[config.mk]
export PLATFORM = sky130hd
export DESIGN_NAME = repsub_divider
export DESIGN_NICKNAME = d
export VERILOG_FILES = /design/src/rtl/repsub_divider.sv
export SDC_FILE = /design/constraint.sdc
export NUM_CORES = 1
export LEC_CHECK = 0
export ABC_AREA = 1
export CORE_UTILIZATION = 56
export DETAILED_ROUTE_END_ITERATION = 8
export PLACE_DENSITY = 0.82
export SLEW_MARGIN = 15
export SYNTH_ARGS = -nofsm -noshare
export SYNTH_HDL_FRONTEND = slang
export SYNTH_SLANG_ARGS = --single-unit
[constraint.sdc]
create_clock -name clk -period 3.5 [get_ports clk]
set_clock_uncertainty 0.15 [all_clocks]
set_input_delay 0.7 -clock clk [delete_from_list [all_inputs] [get_ports clk]]
set_output_delay 0.7 -clock clk [all_outputs]
set_load 0.01 [all_outputs]
[src/rtl/repsub_divider.sv]
// Unsigned divider using repeated subtraction, one subtract per cycle.
// Dividend and divisor arrive on one shared bus on consecutive cycles.
module repsub_divider #(
    parameter int WIDTH = 16
) (
    input  logic             clk,
    input  logic             rst_n,
    input  logic             start,
    input  logic [WIDTH-1:0] data_in,
    output logic [WIDTH-1:0] quotient,
    output logic [WIDTH-1:0] remainder,
    output logic             done,
    output logic             busy,
    output logic             div_by_zero
);

    typedef enum logic [2:0] {
        IDLE,
        LOAD_A,
        LOAD_B,
        CHECK,
        SUB,
        DONE
    } state_t;

    state_t           state;
    state_t           state_nxt;
    logic [WIDTH-1:0] divisor;
    logic [WIDTH-1:0] diff;

    // Only consumed in SUB, where remainder >= divisor holds.
    assign diff = remainder - divisor;

    // State register.
    always_ff @(posedge clk or negedge rst_n) begin
        if (!rst_n) begin
            state <= IDLE;
        end else begin
            state <= state_nxt;
        end
    end

    // Next-state logic and state-decoded strobes.
    always_comb begin
        state_nxt = state;
        done      = 1'b0;
        busy      = (state != IDLE);
        unique case (state)
            IDLE: begin
                if (start) begin
                    state_nxt = LOAD_A;
                end
            end
            LOAD_A: state_nxt = LOAD_B;
            LOAD_B: state_nxt = CHECK;
            CHECK: begin
                if (divisor == '0) begin
                    state_nxt = DONE;
                end else if (remainder < divisor) begin
                    state_nxt = DONE;
                end else begin
                    state_nxt = SUB;
                end
            end
            SUB: begin
                if (diff < divisor) begin
                    state_nxt = DONE;
                end
            end
            DONE: begin
                done      = 1'b1;
                state_nxt = IDLE;
            end
            default: state_nxt = IDLE;
        endcase
    end

    // Operand capture and the subtract/count datapath.
    always_ff @(posedge clk or negedge rst_n) begin
        if (!rst_n) begin
            quotient    <= '0;
            remainder   <= '0;
            divisor     <= '0;
            div_by_zero <= 1'b0;
        end else begin
            unique case (state)
                LOAD_A: begin
                    remainder   <= data_in;
                    quotient    <= '0;
                    div_by_zero <= 1'b0;
                end
                LOAD_B: begin
                    divisor <= data_in;
                end
                CHECK: begin
                    if (divisor == '0) begin
                        div_by_zero <= 1'b1;
                        quotient    <= '1;
                    end
                end
                SUB: begin
                    remainder <= diff;
                    quotient  <= quotient + 1'b1;
                end
                default: begin
                end
            endcase
        end
    end

endmodule

==> results.cfg <==
[power]
clockPowerShare_pct = 8.4
power_density_nw_per_um2 = 1120
cell_internal_pwr_mw = 2.45
seq_power_share_pct = 20.1
ir_drop_v = 0.000478
comb_power_share_pct = 71.5
power_switching_mw = 2.59
fin_total_pwr_mw = 5.04
leakagePower_nw = 2.30
p_sw_share_pct = 51.4

[yosys]
ys_seq_area_share_pct = 33.9
synthesis.nets = 594
synthCells = 541
synthesis.area_um2 = 3840
yosys_warnings = 0
synth_cell_types = 34
syn_area_per_cell_um2 = 7.10
ys_seq_elements = 52
synth_area_leader_cell = dfrtp_1
async_flop_share_pct = 100
synth-main-ff-cell = dfrtp_1
netlist.area_leader.share_pct = 33.9
synth-edff-count = 0
synthTopCellsByArea = dfrtp_1, nand2_1, ha_1, inv_1, nand3_1

[cts]
htreeDepth = 2
holdBufCountCts = 0
cts_tree = done
clock_latency_ns = 0.32
cts.sink_count = 52
cts_resized = 0
root_buffer = clkbuf_8
cts_buffer_depth = 2
postCtsSetupBuffers = 0
cts_buffers = 5
path_clk_slew_ns = 0.10

[die]
die-area_um2 = 7190
io_pins = 54
core_area_um2 = 6490
fp.dieW_um = 84.8
die_y_um = 84.8
fp-row-count = 29
initial_core_util_pct = 59.1

[sta]
hold_viol = 0
final-max-slew-violation-count = 0
slew_headroom_pct = 58.2
worst_hold_slack_ns = 0.161
rsz0062_at_grt = no
tns_ns = 0
final.min_clock_period_ns = 3.03
max_freq_ghz = 0.330
tightest_slew_ns = 0.626
finalCritPeriodShare_pct = 86.5
setup_viol = 0

[routing]
vias_per_cell = 5.53
drc_errors = 2
ant_nets = 0
wl_per_cell_um = 14.5
routed-via-count = 3697
drtIter0Drc = 254
first_pass_iters = 7
totalWireLength_um = 9670

[setup_path]
endpoint_kind = register
crit_arrival_ns = 3.10
worstSetupPathType = reg -> reg
reg2reg_depth = 22
rrSetupSlack_ns = 0.47
cpPeakStageDelay_ns = 0.41
cpMostUsedCell = nand2_1
required_ns = 3.58
crit_chain = inv_1 > ha_1 > fa_1 > inv_1 > nand3_1 > nand2_1 > nand3_1 > nand2_1 > nand2_1 > nand2_1 > nand2_1 > and2_1 > ha_1 > nand2_1 > inv_1 > nand2_1 > a21oi_1 > nor2_1 > nand2_1 > nand2_1 > nand3_1 > nor2_1
critPathLaunchType = register
cp_max_fo = 5
cp_slowest_cell = fa_1

[global_route]
grt_pass1_wl_um = 16500
grt_pass1_vias = 3718
overflow = 0
grt_max_degree = 36
grt_antenna_before_repair = 0
track_usage_pct = 29.0

[layout]
area_delta_synth_final_pct = 17.3
fin_area_um2 = 4500
most-common-layout-cells = nand2_1, inv_1, dfrtp_1, clkdlybuf4s50_1, nand3_1
nets = 644
instances_no_fill = 669
drive_gt1_share_pct = 4.73
insertedDiodeCount = 0
final_common_cell = nand2_1

[placement]
portBuffers = 53
place_inst = 661
placed_cell_area_um2 = 4390
globalplace.congestion = 0.930
post-dp-hpwl_um = 7230

[outcome]
status = finished, violations left
violations = design-rule violations

[worst_hold_path]
min_path_type = in -> async

[run]
maxCapViolations = 0
[sequential cells by signal (all words and copies together) (netlist names)]
register	flops
quotient	16
state	3
remainder	16
divisor	16
div_by_zero	1
[cell usage after synthesis (4+ instances only)]
master,instances
nand2_1,149
inv_1,87
dfrtp_1,52
nand3_1,42
a21oi_1,38
ha_1,33
o21ai_0,33
nor2_1,29
and2_1,8
nand4_1,6
o211ai_1,6
o21ai_1,6
buf_2,5
nand3b_1,5
xor2_1,5
buf_4,4
inv_2,4
[power by group through the flow]
stage                     sequential, mW  clock [mW]  combinational (mW)
after CTS                           1.01       0.426                3.54
after global placement              1.01           0                3.40
final                               1.01       0.423                3.60
after detailed placement            1.02           0                3.51
after global routing                1.04       0.448                4.08
after floorplan                     1.03           0                2.58
[layout make-up]
cell class / count / area [µm²]
clock buffer: 6 / 72.6
clock inverter: 2 / 35.0
fill: 560 / 1990
inverter: 92 / 348
multi-input combinational: 386 / 2120
sequential: 52 / 1300
tap: 77 / 96.3
timing repair buffer: 54 / 533
[through the flow]
step / utilization [%] / setup WS, ns
floorplan: - / 0.737
global placement: 67.6 / 0.640
detailed placement: 67.6 / 0.561
CTS: 69.3 / 0.515
global route: 69.3 / 0.163
finish: 69.3 / 0.473
[worst paths after layout]
check / from / endpoint
setup / recovery: remainder[0]$_DFFE_PN0P_ / state[0]$_DFFE_PN0P_
hold / removal: rst_n / remainder[10]$_DFFE_PN0P_
setup reg to reg: remainder[0]$_DFFE_PN0P_ / state[0]$_DFFE_PN0P_
hold reg to reg: div_by_zero$_DFFE_PN0P_ / div_by_zero$_DFFE_PN0P_
max in group asynchronous: rst_n / divisor[8]$_DFFE_PN0P_
min in group clk: div_by_zero$_DFFE_PN0P_ / div_by_zero$_DFFE_PN0P_
[cells by family (layout without fill, tap and decap cells)]
logic type                 count (synthesis)  count (layout)  synth area share (%)
AOI/OAI and AO/OA                         89              89                  12.5
xor gates and xnor gates                   6               6                  1.37
adders and majority gates                 34              34                  11.3
buffers and inverters                    103             154                  11.1
DFF                                       52              52                  33.9
and+or+nand+nor                          257             257                  29.9
[worst max-delay path, delay by kind of cell (launching register included)]
family / cells / cell delay, ns
AO/OA/AOI/OAI: 1 / 0.12
AND/OR/NAND/NOR: 15 / 1.20
flip-flops: 1 / 0.40
adder cells (fa/ha/maj): 3 / 0.88
buffers and inverters: 3 / 0.21
[routing by layer]
metal	global-route usage, %	up-vias	share of wire, %	routed length (µm)
met1	38.3	1719	46	4430
met5	0	-	0	0
met4	10.2	0	2.4	229
li1	-	1839	-	-
met2	48.9	115	47	4550
met3	4.13	24	4.9	471
(Power assumes the default switching activity.)
